<file path="src/rtl/avr_core_pkg.sv">
// Shared core definitions: I/O addresses of the stack pointer and status
// register, SREG bit positions, and the stack sequencer state/direction
// encodings. Also used by the I/O read multiplexer.
package avr_core_pkg;

  localparam logic [5:0] SPL_ADR  = 6'h3D;
  localparam logic [5:0] SPH_ADR  = 6'h3E;
  localparam logic [5:0] SREG_ADR = 6'h3F;

  localparam int SREG_C = 0;
  localparam int SREG_Z = 1;
  localparam int SREG_N = 2;
  localparam int SREG_V = 3;
  localparam int SREG_S = 4;
  localparam int SREG_H = 5;
  localparam int SREG_T = 6;
  localparam int SREG_I = 7;

  typedef enum logic {
    IDLE = 1'b0,
    RUN  = 1'b1
  } stk_state_t;

  typedef enum logic {
    PUSH = 1'b0,
    POP  = 1'b1
  } stk_dir_t;

endpackage

</file>
<file path="src/rtl/sp_sreg_unit_stk_seq.sv">
// stk_seq: stack transfer sequencer. Accepts a 1..3 byte request in IDLE,
// counts accepted bytes in RUN and raises a registered one-cycle done pulse
// after the last byte. It only issues SP step enables; the SP register
// itself lives in the parent.
// Ports:
//   clk, rst        clock, synchronous active-high reset
//   start, dir, len request (sampled in IDLE only; len 0 is a no-op)
//   step            memory accepted the current byte
//   busy            sequence in progress (from state only)
//   done            one-cycle pulse after the last byte
//   dir_q           latched direction of the running sequence
//   sp_inc, sp_dec  SP step enables for pop / push
module stk_seq
  import avr_core_pkg::*;
(
  input  logic       clk,
  input  logic       rst,
  input  logic       start,
  input  logic       dir,
  input  logic [1:0] len,
  input  logic       step,
  output logic       busy,
  output logic       done,
  output stk_dir_t   dir_q,
  output logic       sp_inc,
  output logic       sp_dec
);

  stk_state_t state_q, state_n;
  logic [1:0] cnt_q, cnt_n;
  stk_dir_t   dir_n;
  logic       done_n;
  logic       step_en;

  always_comb begin
    state_n = state_q;
    cnt_n   = cnt_q;
    dir_n   = dir_q;
    done_n  = 1'b0;
    step_en = 1'b0;
    case (state_q)
      IDLE: begin
        if (start && (len != 2'd0)) begin
          state_n = RUN;
          cnt_n   = len;
          dir_n   = stk_dir_t'(dir);
        end
      end
      RUN: begin
        if (step) begin
          step_en = 1'b1;
          cnt_n   = cnt_q - 2'd1;
          if (cnt_q == 2'd1) begin
            state_n = IDLE;
            done_n  = 1'b1;
          end
        end
      end
      default: state_n = IDLE;
    endcase
  end

  // Done is registered so neither busy nor done has a path from step.
  always_ff @(posedge clk) begin
    if (rst) begin
      state_q <= IDLE;
      cnt_q   <= 2'd0;
      done    <= 1'b0;
    end else begin
      state_q <= state_n;
      cnt_q   <= cnt_n;
      done    <= done_n;
    end
    dir_q <= dir_n;
  end

  assign busy   = (state_q == RUN);
  assign sp_inc = step_en && (dir_q == POP);
  assign sp_dec = step_en && (dir_q == PUSH);

endmodule

</file>
<file path="src/rtl/sp_sreg_unit.sv">
// sp_sreg_unit: architectural Stack Pointer (SPL/SPH) and Status Register.
// Services OUT writes to 0x3D/0x3E/0x3F, sequences multi-byte stack
// transfers through stk_seq, and applies ALU flag and I-flag updates.
// Ports:
//   cp2, ireset                      clock, synchronous active-high reset
//   adr, iowe, dbusout               I/O write interface
//   stk_start/dir/len/step           stack request and byte handshake
//   stk_busy, stk_adr, stk_done      stack status and byte address
//   sreg_fl_in, sreg_fl_wr           per-bit flag updates
//   irq_ent, reti_ex                 I flag clear / set
//   spl_out, sph_out, sreg_out       register values for the IN read mux
module sp_sreg_unit
  import avr_core_pkg::*;
#(
  parameter int                  SP_WIDTH = 12,
  parameter logic [SP_WIDTH-1:0] SP_RST   = 12'h8FF,
  parameter logic [7:0]          SREG_RST = 8'h00
) (
  input  logic        cp2,
  input  logic        ireset,
  input  logic [5:0]  adr,
  input  logic        iowe,
  input  logic [7:0]  dbusout,
  input  logic        stk_start,
  input  logic        stk_dir,
  input  logic [1:0]  stk_len,
  input  logic        stk_step,
  output logic        stk_busy,
  output logic [15:0] stk_adr,
  output logic        stk_done,
  input  logic [7:0]  sreg_fl_in,
  input  logic [7:0]  sreg_fl_wr,
  input  logic        irq_ent,
  input  logic        reti_ex,
  output logic [7:0]  spl_out,
  output logic [7:0]  sph_out,
  output logic [7:0]  sreg_out
);

  localparam logic [SP_WIDTH-1:0] SP_ONE = 1;

  logic [SP_WIDTH-1:0] sp_q, sp_n, sp_plus;
  logic [7:0]          sreg_q, sreg_n;
  logic [15:0]         sp_ext;
  stk_dir_t            dir_q;
  logic                sp_inc, sp_dec;

  stk_seq u_stk_seq (
    .clk    (cp2),
    .rst    (ireset),
    .start  (stk_start),
    .dir    (stk_dir),
    .len    (stk_len),
    .step   (stk_step),
    .busy   (stk_busy),
    .done   (stk_done),
    .dir_q  (dir_q),
    .sp_inc (sp_inc),
    .sp_dec (sp_dec)
  );

  assign sp_plus = sp_q + SP_ONE;

  // Pop pre-increments, so its byte sits one above SP; wraps with SP width.
  always_comb begin
    stk_adr = '0;
    stk_adr[SP_WIDTH-1:0] = (stk_busy && (dir_q == POP)) ? sp_plus : sp_q;
  end

  // An I/O write to either SP byte wins over a concurrent step: the written
  // byte loads, the other keeps its pre-step value.
  always_comb begin
    sp_n = sp_q;
    if (sp_inc)      sp_n = sp_plus;
    else if (sp_dec) sp_n = sp_q - SP_ONE;
    if (iowe && (adr == SPL_ADR)) begin
      sp_n      = sp_q;
      sp_n[7:0] = dbusout;
    end else if (iowe && (adr == SPH_ADR)) begin
      sp_n                 = sp_q;
      sp_n[SP_WIDTH-1:8]   = dbusout[SP_WIDTH-9:0];
    end
  end

  // Later assignments win: flags < RETI set < IRQ clear < full write.
  always_comb begin
    sreg_n = (sreg_q & ~sreg_fl_wr) | (sreg_fl_in & sreg_fl_wr);
    if (reti_ex) sreg_n[SREG_I] = 1'b1;
    if (irq_ent) sreg_n[SREG_I] = 1'b0;
    if (iowe && (adr == SREG_ADR)) sreg_n = dbusout;
  end

  always_ff @(posedge cp2) begin
    if (ireset) begin
      sp_q   <= SP_RST;
      sreg_q <= SREG_RST;
    end else begin
      sp_q   <= sp_n;
      sreg_q <= sreg_n;
    end
  end

  always_comb begin
    sp_ext = '0;
    sp_ext[SP_WIDTH-1:0] = sp_q;
  end

  assign spl_out  = sp_ext[7:0];
  assign sph_out  = sp_ext[15:8];
  assign sreg_out = sreg_q;

endmodule

</file>
<file path="config.mk">
export PLATFORM = sky130hd
export DESIGN_NAME = sp_sreg_unit
export DESIGN_NICKNAME = d
export VERILOG_FILES = /design/src/rtl/avr_core_pkg.sv /design/src/rtl/sp_sreg_unit_stk_seq.sv /design/src/rtl/sp_sreg_unit.sv
export SDC_FILE = /design/constraint.sdc
export NUM_CORES = 1
export LEC_CHECK = 0
export CAP_MARGIN = 15
export CORE_ASPECT_RATIO = 1.4
export CORE_MARGIN = 5
export CORE_UTILIZATION = 46
export DETAILED_ROUTE_END_ITERATION = 8
export PLACE_DENSITY = 0.84
export SLEW_MARGIN = 20
export SYNTH_ARGS = -nofsm -noshare
export SYNTH_HDL_FRONTEND = slang
export SYNTH_SLANG_ARGS = --single-unit
</file>
<file path="constraint.sdc">
create_clock -name cp2 -period 3.2 [get_ports cp2]
set_input_delay 0.32 -clock cp2 [delete_from_list [all_inputs] [get_ports cp2]]
set_output_delay 0.32 -clock cp2 [all_outputs]
set_load 0.02 [all_outputs]
</file>
==> flow_summary.yaml <==
status:
  status: "finished clean"
critical_path:
  critical_path.slowest_cell: "clkdlybuf4s50_1"
  crit_path_start_kind: "flip-flop"
  path_buf_inv: 1
  path_max_fanout: 12
  critPathArrivalTime_ns: 2.40
  criticalPathCategory: "reg2out"
  timing.critical_path.to_type: "output port"
  cp_top_family: "simple AND/OR/NAND/NOR gates"
  critPathMaxStageDelay_ns: 0.62
  worstPathCellList: "and4_1 > nand2_1 > nor2_1 > nand3_1 > xnor2_1 > clkdlybuf4s50_1"
  cp.required_ns: 2.88
die:
  die-width_um: 64.5
  io-pin-count: 82
  rows: 27
  floorplan.die_area_sq_um: 5570
  core_region_area_sq_um: 3990
  die_height_um: 86.4
  initial_core_util_pct: 48.1
clock_network:
  clock-root-buffer: "clkbuf_8"
  cts_sinks: 25
  tritoncts: "done"
  ctsHoldBuffers: 0
  clk_latency_ns: 0.27
  htreeDepth: 1
  post_cts.resized_instances: 0
  number_of_buffers_inserted_during_clock_tree_synthesis: 3
  clk_path_buf_depth: 2
  cts_clk_pin_slew_worst_paths_ns: 0.09
  post-cts-setup-buffer-count: 0
placed_design:
  place_worst_setup_slack_ns: 0.781
  hpwlAfterDp_um: 4400
  port_buffers: 73
  placedInstanceArea_sq_um: 2600
  gp_routability_congestion: 0.922
global_route:
  track_usage_pct: 19.9
  antenna_violations_before_repair: 0
  pin_count_of_the_biggest_net_entering_global_routing: 26
  globalRoute.totalOverflow: 0
  first_pass_grt_wire_length_um: 8990
  via_count_of_the_first_global_routing_pass: 2003
detailed_routing:
  wirelength_um: 5620
  route.detailed.wl_per_inst_um: 16.1
  drtPass1Iterations: 4
  drtIter0Drc: 108
  drt_drc_violations_left: 0
  detail_route.vias_per_cell: 6.01
  postRouteAntennaNets: 0
  via_count: 2098
sta:
  drv_slew: 0
  worst-slew-pin-transition_ns: 0.685
  post-route-worst-setup-slack_ns: 0.482
  post-route-min-period_ns: 2.72
  finalClockSkew_ns: 0.00477
  timing.slew.headroom_pct: 54.3
  final-hold-violation-count: 0
  finalSetupTns_ns: 0
  fmaxAchievable_ghz: 0.368
  setup_violations: 0
  rsz0062_at_grt: "no"
  finalCritPeriodShare_pct: 84.9
synthesis:
  syn-cell-area_sq_um: 1920
  syn-mean-instance-area_sq_um: 7.88
  synthMostInstantiatedCell: "nor2_1"
  synth-async-reset-ratio_pct: 0
  yosys-top-cells-area: "dfxtp_1 (25%), nor2_1 (6.3%), mux2i_1 (5.2%), xnor2_1 (4.6%), a211oi_1 (3.9%)"
  number_of_synthesized_flops_with_an_enable_pin: 1
  netlist_instances: 243
  synth_ff_type: "dfxtp_1"
  post-synth-top-area-cell: "dfxtp_1"
  yosys_warnings: 0
  seq_area_frac_synth_pct: 26.6
  synth.top_cell.area_share_pct: 25.1
  synth.ff_latch_count: 25
  synth_cell_types: 54
  synth_common_cells: "nor2_1 (32), dfxtp_1 (24), nand2_1 (16), nand3_1 (11)"
layout:
  post_route_cells_drive_above_1_share_pct: 5.23
  layout.core_utilization_pct: 66.5
  nets: 350
  antennaDiodeCount: 0
  layout.filler_cells: 353
  areaGrowthSynthToFinish_pct: 38.3
  postLayoutCellArea_sq_um: 2650
pwr:
  power_density_nw_per_um2: 329
  vdd_drop_max_mv: 0.263
  power.total_uw: 871
  power_leakage_nw: 1.00
job:
  drv_cap: 0
hold_path:
  worst_hold_path_type: "reg2reg"
## worst reg2reg max path: cells and delay by family, from the launching register on
kind            cells  cell delay (ns)
simple gates        2             0.72
compound gates      3             0.55
flops               1             0.60
## power by group
part / switching, mW / internal [mW]
Clock: 0.106 / 0.0873
Combinational: 0.154 / 0.153
Sequential: 0.0371 / 0.334
## cell families (layout without fill, tap and decap cells)
| family | count (synthesis) | in the layout | synth area share, % |
|---|---|---|---|
| compound gates | 62 | 62 | 23.3 |
| fa+ha+maj | 3 | 3 | 1.96 |
| buf+inv | 28 | 84 | 8.16 |
| xor+xnor | 15 | 15 | 6.86 |
| simple gates | 97 | 97 | 26.5 |
| flops | 25 | 25 | 26.6 |
| mux | 12 | 12 | 6.40 |
| other cells | 1 | 8 | 0.196 |
## stage by stage
stage | instances | hold slack (ns)
finish | 349 | 0.504
global route | 349 | 0.553
CTS | 349 | 0.506
detailed placement | 345 | 0.491
global placement | 345 | 0.476
floorplan | 250 | 0.419
## final timing paths
path | from | end | slack, ns | cells after the start
hold / removal | u_stk_seq.cnt_q[1] | u_stk_seq.cnt_q[1] | 0.50 | 2
setup reg to reg | u_stk_seq.busy | sp_q[6] | 1.23 | 5
hold reg to reg | u_stk_seq.cnt_q[1] | u_stk_seq.cnt_q[1] | 0.50 | 2
setup / recovery | sp_q[2] | stk_adr[11] | 0.48 | 6
## cells in the final DEF (no fill, tap or decap), types with 4 or more instances in the layout
cell              n
clkdlybuf4s50_1  73
nor2_1           32
dfxtp_1          24
nand2_1          16
nand3_1          11
xnor2_1          10
o21ai_0          10
mux2i_1          10
a211oi_1         10
a21oi_1           8
conb_1            8
inv_1             5
nand4_1           5
xor2_1            5
and2_1            4
nor3_1            4
a22oi_1           4
nor2b_1           4
nand2b_1          4
## layer usage
layer	wire length, um	share of wire [%]	global-route usage [%]
met5	0	0	0
met4	153	2.7	6.73
met2	2910	52	37.9
met3	441	7.9	3.89
met1	2110	38	21.7
## area by class of cell
| class | instances | area, sq um | area share (%) |
|---|---|---|---|
| Clock buffer | 3 | 41.3 | 1.56 |
| Clock inverter | 1 | 5.00 | 0.189 |
| Inverter | 5 | 18.8 | 0.708 |
| Multi-Input combinational cell | 197 | 1270 | 48.1 |
| Sequential cell | 25 | 510 | 19.3 |
| Tap cell | 43 | 53.8 | 2.03 |
| Timing Repair Buffer | 75 | 746 | 28.1 |
Note: power is estimated with default switching activity, not from simulation.
